[src/rtl/pool1_sched.sv]
// pool1_sched: sequencing controller for the layer-1 pooling stage.
//   Forwards a valid/ready conv-output stream to four pool lanes through a
//   1-cycle register, runs the lanes one channel group at a time (flushing
//   them by dropping pool_en between groups), numbers pooled results into
//   contiguous output-buffer write addresses, checks the per-group result
//   count and pulses done at completion.
// Ports:
//   clk, rst                        clock, synchronous active-high reset
//   start, abort                    begin a job (IDLE only) / return to IDLE
//   cfg_rows, cfg_cols, cfg_groups  job geometry, latched on start
//   cfg_base                        first output-buffer write address
//   src_valid, src_ready, src_data  upstream beat handshake
//   pool_en, pool_valid_in          lane enable / lane input valid
//   pool_data, pool_col             lane input data / latched column count
//   pool_valid_out, pool_end        lane status (AND across lanes)
//   wr_en, wr_addr                  output-buffer write strobe / address
//   busy, done, err                 not IDLE / completion pulse / sticky error
// Optional: define POOL1_SCHED_PERF_EN to add perf_cycles and perf_stall.
module pool1_sched #(
   parameter int IN_W   = 192,
   parameter int DIM_W  = 16,
   parameter int GRP_W  = 8,
   parameter int ADDR_W = 16
) (
   input  logic              clk,
   input  logic              rst,
   input  logic              start,
   input  logic              abort,
   input  logic [DIM_W-1:0]  cfg_rows,
   input  logic [DIM_W-1:0]  cfg_cols,
   input  logic [GRP_W-1:0]  cfg_groups,
   input  logic [ADDR_W-1:0] cfg_base,
   input  logic              src_valid,
   input  logic [IN_W-1:0]   src_data,
   output logic              src_ready,
   output logic              pool_en,
   output logic              pool_valid_in,
   output logic [IN_W-1:0]   pool_data,
   output logic [DIM_W-1:0]  pool_col,
   input  logic              pool_valid_out,
   input  logic              pool_end,
   output logic              wr_en,
   output logic [ADDR_W-1:0] wr_addr,
   output logic              busy,
   output logic              done,
`ifdef POOL1_SCHED_PERF_EN
   output logic [31:0]       perf_cycles,
   output logic [31:0]       perf_stall,
`endif
   output logic              err
);
   localparam int CW = 2 * DIM_W;
   typedef enum logic [2:0] {IDLE, CLR, RUN, DRAIN, DONE} state_t;
   state_t            state;
   logic [DIM_W-1:0]  rows, cols;
   logic [GRP_W-1:0]  groups, grp;
   logic [ADDR_W-1:0] base, total_out_cnt;
   logic [CW-1:0]     in_cnt, grp_out_cnt, beats, exp_out, grp_out_now;
   logic              kill, cfg_zero;
   assign beats       = CW'(rows) * CW'(cols);
   assign exp_out     = CW'(rows >> 1) * CW'(cols >> 1);
   // a result arriving together with pool_end still belongs to this group
   assign grp_out_now = grp_out_cnt + CW'(pool_valid_out);
   assign kill        = abort && state != IDLE;
   assign cfg_zero    = cfg_rows == '0 || cfg_cols == '0 || cfg_groups == '0;
   assign busy        = state != IDLE;
   assign done        = state == DONE;
   assign src_ready   = state == RUN;
   assign pool_en     = state == RUN || state == DRAIN;
   assign pool_col    = cols;
   always_ff @(posedge clk) begin
      if (rst) begin
         state         <= IDLE;
         rows          <= '0;
         cols          <= '0;
         groups        <= '0;
         base          <= '0;
         grp           <= '0;
         in_cnt        <= '0;
         grp_out_cnt   <= '0;
         total_out_cnt <= '0;
         pool_valid_in <= 1'b0;
         pool_data     <= '0;
         wr_en         <= 1'b0;
         wr_addr       <= '0;
         err           <= 1'b0;
`ifdef POOL1_SCHED_PERF_EN
         perf_cycles   <= '0;
         perf_stall    <= '0;
`endif
      end else begin
         pool_valid_in <= 1'b0;
         wr_en         <= 1'b0;
         if (kill) begin
            state <= IDLE;
         end else begin
            // lanes have been flushed in IDLE/CLR, so a result there is bogus
            if (pool_valid_out) begin
               if (state == IDLE || state == CLR) err <= 1'b1;
               else begin
                  wr_en         <= 1'b1;
                  wr_addr       <= base + total_out_cnt;
                  total_out_cnt <= total_out_cnt + ADDR_W'(1);
                  grp_out_cnt   <= grp_out_cnt + CW'(1);
               end
            end
            if (pool_end && state == RUN) err <= 1'b1;
            case (state)
               IDLE: if (start) begin
                  rows          <= cfg_rows;
                  cols          <= cfg_cols;
                  groups        <= cfg_groups;
                  base          <= cfg_base;
                  grp           <= '0;
                  total_out_cnt <= '0;
                  err           <= cfg_zero;
                  state         <= cfg_zero ? DONE : CLR;
               end
               CLR: begin
                  in_cnt      <= '0;
                  grp_out_cnt <= '0;
                  state       <= RUN;
               end
               RUN: if (src_valid) begin
                  pool_data     <= src_data;
                  pool_valid_in <= 1'b1;
                  in_cnt        <= in_cnt + CW'(1);
                  if (in_cnt == beats - CW'(1)) state <= DRAIN;
               end
               DRAIN: if (pool_end) begin
                  if (grp_out_now != exp_out) err <= 1'b1;
                  if (grp == groups - GRP_W'(1)) state <= DONE;
                  else begin
                     grp   <= grp + GRP_W'(1);
                     state <= CLR;
                  end
               end
               DONE: state <= IDLE;
               default: state <= IDLE;
            endcase
         end
`ifdef POOL1_SCHED_PERF_EN
         if (state == IDLE) begin
            if (start) begin
               perf_cycles <= '0;
               perf_stall  <= '0;
            end
         end else begin
            if (perf_cycles != '1) perf_cycles <= perf_cycles + 32'd1;
            if (state == RUN && !src_valid && perf_stall != '1) perf_stall <= perf_stall + 32'd1;
         end
`endif
      end
   end
endmodule

[config.mk]
export PLATFORM = sky130hd
export DESIGN_NAME = pool1_sched
export DESIGN_NICKNAME = d
export VERILOG_FILES = /design/src/rtl/pool1_sched.sv
export SDC_FILE = /design/constraint.sdc
export NUM_CORES = 2
export LEC_CHECK = 0
export CORE_ASPECT_RATIO = 1.4
export CORE_MARGIN = 3
export CORE_UTILIZATION = 53
export DETAILED_ROUTE_END_ITERATION = 8
export PLACE_DENSITY = 0.79
export SKIP_CTS_REPAIR_TIMING = 1
export SYNTH_ARGS = -nofsm -noshare
export SYNTH_HDL_FRONTEND = slang
export SYNTH_SLANG_ARGS = --single-unit
[constraint.sdc]
create_clock -name clk -period 7.5 [get_ports clk]
set_clock_uncertainty 0.15 [all_clocks]
set_input_delay 0.75 -clock clk [delete_from_list [all_inputs] [get_ports clk]]
set_output_delay 0.75 -clock clk [all_outputs]
set_load 0.05 [all_outputs]
==> impl_metrics.env <==
export IMPL_yosys_area_top_type="fa_1"
export IMPL_drc_errors=0
export IMPL_max_stage_delay_ns=0.61
export IMPL_maxCapViolCount=0
export IMPL_setup_viol=0
export IMPL_place_area_mm2=0.0363
export IMPL_yosysTopAreaCellShare_pct=24.4
export IMPL_end_kind="register"
export IMPL_routed_wl_um=107000
export IMPL_avgViaCountPerCell=5.60
export IMPL_hp_class="reg -> reg"
export IMPL_fill_cells=4790
export IMPL_regArea_mm2=0.00719
export IMPL_die_h_um=291
export IMPL_synth_area_mm2=0.0308
export IMPL_setup_tns_final_ns=0
export IMPL_slew_viol_final=0
export IMPL_finalNonFillerCells=4846
export IMPL_cts_sinks=358
export IMPL_synth_commonest_cells="826 x nand2_1, 444 x inv_1, 375 x fa_1, 358 x dfxtp_1, 342 x a21oi_1"
export IMPL_cp_data_required_time_ns=7.85
export IMPL_clock_latency_ns=0.57
export IMPL_finalCritPeriodShare_pct=95.4
export IMPL_track_usage_pct=34.8
export IMPL_clkTransAtPathRegs_ns=0.07
export IMPL_cts_tree="yes"
export IMPL_cts_root_buffer="clkbuf_16"
export IMPL_nets=4923
export IMPL_wl_per_cell_um=22.0
export IMPL_crit_fanout=8
export IMPL_async_flop_share_pct=0
export IMPL_globalplace_congestion=1.01
export IMPL_synth_edff_count=0
export IMPL_rows=103
export IMPL_grt_pass1_wl_um=165000
export IMPL_cp_arrival_ns=7.51
export IMPL_antenna_found_initial=22
export IMPL_outcome="finished clean"
export IMPL_ys_types=72
export IMPL_peakVddDrop_mv=0.181
export IMPL_hold_viol=0
export IMPL_h_tree_depth=2
export IMPL_fin_area_mm2=0.0377
export IMPL_criticalPathCategory="reg -> reg"
export IMPL_max_slew_margin_pct=22.4
export IMPL_rsz0062_at_grt="no"
export IMPL_initial_utilization_pct=54.0
export IMPL_slowest_stage="fa_1"
export IMPL_crit_family="adder cells"
export IMPL_power_density_mw_per_mm2=191
export IMPL_crit_chain="buf_4 -> buf_4 -> and2_1 -> fa_1 -> inv_1 -> fa_1 -> fa_1 -> fa_1 -> fa_1 -> fa_1 -> inv_1 -> ha_1 -> and2_1 -> a311oi_1 -> buf_4 -> nor2_1 -> a2111oi_1 -> nand4_1 -> nor4_1 -> o2111ai_1 -> nor4_1 -> buf_4 -> a31oi_1 -> nor2_1"
export IMPL_ys_ff_latch=358
export IMPL_first_iter_violations=1967
export IMPL_cts_buffers=38
export IMPL_syn_inst=3670
export IMPL_ys_seq_area_share_pct=23.3
export IMPL_ant_nets=0
export IMPL_ys_warn_count=0
export IMPL_drive_above_1_share_pct=3.79
export IMPL_finalCriticalPeriod_ns=7.15
export IMPL_p_leak_nw=14.9
export IMPL_start_kind="register"
export IMPL_grt_max_degree=198
export IMPL_crit_top_cell="fa_1"
export IMPL_place_inst=4765
export IMPL_fmax_ghz=0.140
export IMPL_grt_pass1_vias=28200
export IMPL_multi_input_area_mm2=0.0213
export IMPL_syn_nets=4523
export IMPL_vias=27100
export IMPL_place_hpwl_um=86700
export IMPL_fin_total_pwr_w=0.00721
export IMPL_synth_flop_cell="dfxtp_1"
export IMPL_drtPass1Iterations=6
export IMPL_die_area_mm2=0.0610
export IMPL_portBuffers=485
export IMPL_syn_area_per_cell_um2=8.38
export IMPL_synth_top_cells_by_area="fa_1 24%, dfxtp_1 23%, nand2_1 10%"
export IMPL_core_area_mm2=0.0570
export IMPL_worst_slew_pin_slew_ns=1.16
export IMPL_clk_path_buf_depth=3
export IMPL_syn2layout_area_growth_pct=22.6
export IMPL_io_pins=486
export IMPL_die_width_um=210
export IMPL_overflow=0
export IMPL_cp_num_buf_inv=6
export IMPL_yosysMostFrequentCell="nand2_1"
-- registers in the layout, summed over array words and instances (netlist names) --
register       count
base              16
err                1
groups             8
grp                8
grp_out_cnt       32
in_cnt            32
pool_col          16
pool_data        192
pool_valid_in      1
rows              16
state              3
total_out_cnt     16
wr_addr           16
wr_en              1
-- final timing paths --
kind	to	startpoint	cells after the start	slack [ns]
hold reg to reg	pool_data[111]$_SDFFE_PP0P_	pool_data[111]$_SDFFE_PP0P_	2	0.30
hold / removal	pool_data[111]$_SDFFE_PP0P_	pool_data[111]$_SDFFE_PP0P_	2	0.30
setup / recovery	state[2]$_SDFFE_PP0P_	rows[11]$_SDFFE_PP0P_	24	0.35
setup reg to reg	state[2]$_SDFFE_PP0P_	rows[11]$_SDFFE_PP0P_	24	0.35
-- worst reg2reg max path: stages, from the launching register on --
cell       delay (ns)
dfxtp_2          0.38
buf_4            0.19
buf_4            0.16
and2_1           0.19
fa_1             0.50
inv_1            0.05
fa_1             0.46
fa_1             0.45
fa_1             0.58
fa_1             0.46
fa_1             0.61
inv_1            0.06
ha_1             0.38
and2_1           0.21
a311oi_1         0.32
buf_4            0.18
nor2_1           0.04
a2111oi_1        0.38
nand4_1          0.17
nor4_1           0.33
o2111ai_1        0.18
nor4_1           0.32
buf_4            0.17
a31oi_1          0.08
nor2_1           0.11
-- metal layers --
metal	GRT usage [%]	vias to the layer above	routed length, um
li1	-	12600	-
met1	39.7	13200	38400
met2	58.0	1108	51700
met3	14.1	232	11900
met4	14.0	8	4880
met5	0	-	39
-- metrics by stage --
step,util (%),setup slack [ns],hold slack [ns]
final,66.2,0.346,0.302
after detailed placement,63.8,0.145,0.295
after global routing,66.2,0.0200,0.317
after CTS,66.1,0.134,0.304
after global placement,63.8,0.287,0.291
after floorplan,-,0.457,0.291
-- cell usage in the layout, fill, tap and decap left out, types with 38 or more instances in the layout --
master / instances
nand4_1: 43
nand3_1: 54
and2_1: 85
buf_4: 51
dfxtp_1: 341
ha_1: 223
xor2_1: 79
clkbuf_16: 38
a21oi_1: 341
nor3_1: 38
clkdlybuf4s50_1: 484
xnor2_1: 127
inv_1: 444
fa_1: 375
nand2_1: 825
o21ai_0: 60
nor2_1: 144
-- area by class of cell --
class / instances / share of cell area [%]
Clock inverter: 17 / 0.650
Timing Repair Buffer: 540 / 14.1
Inverter: 444 / 4.42
Tap cell: 735 / 2.44
Sequential cell: 358 / 19.1
Multi-Input combinational cell: 2688 / 56.4
Antenna cell: 17 / 0.113
Clock buffer: 47 / 2.77
-- report_power, final --
group	leakage, nW	internal (W)	switching (W)	total [W]
sequential	2.90	0.00195	0.0000737	0.00202
combinational	11.4	0.00126	0.00191	0.00318
clock	0.638	0.00116	0.000843	0.00201
-- logic make-up after synthesis --
| logic type | Yosys count | synth area share, % |
|---|---|---|
| compound gates | 553 | 10.5 |
| xor+xnor | 207 | 5.92 |
| fa+ha+maj | 598 | 33.5 |
| buf+inv | 624 | 7.65 |
| flops | 358 | 23.3 |
| mux | 8 | 0.264 |
| simple gates | 1322 | 18.9 |
No activity file was read; power rests on OpenSTA's default activity.
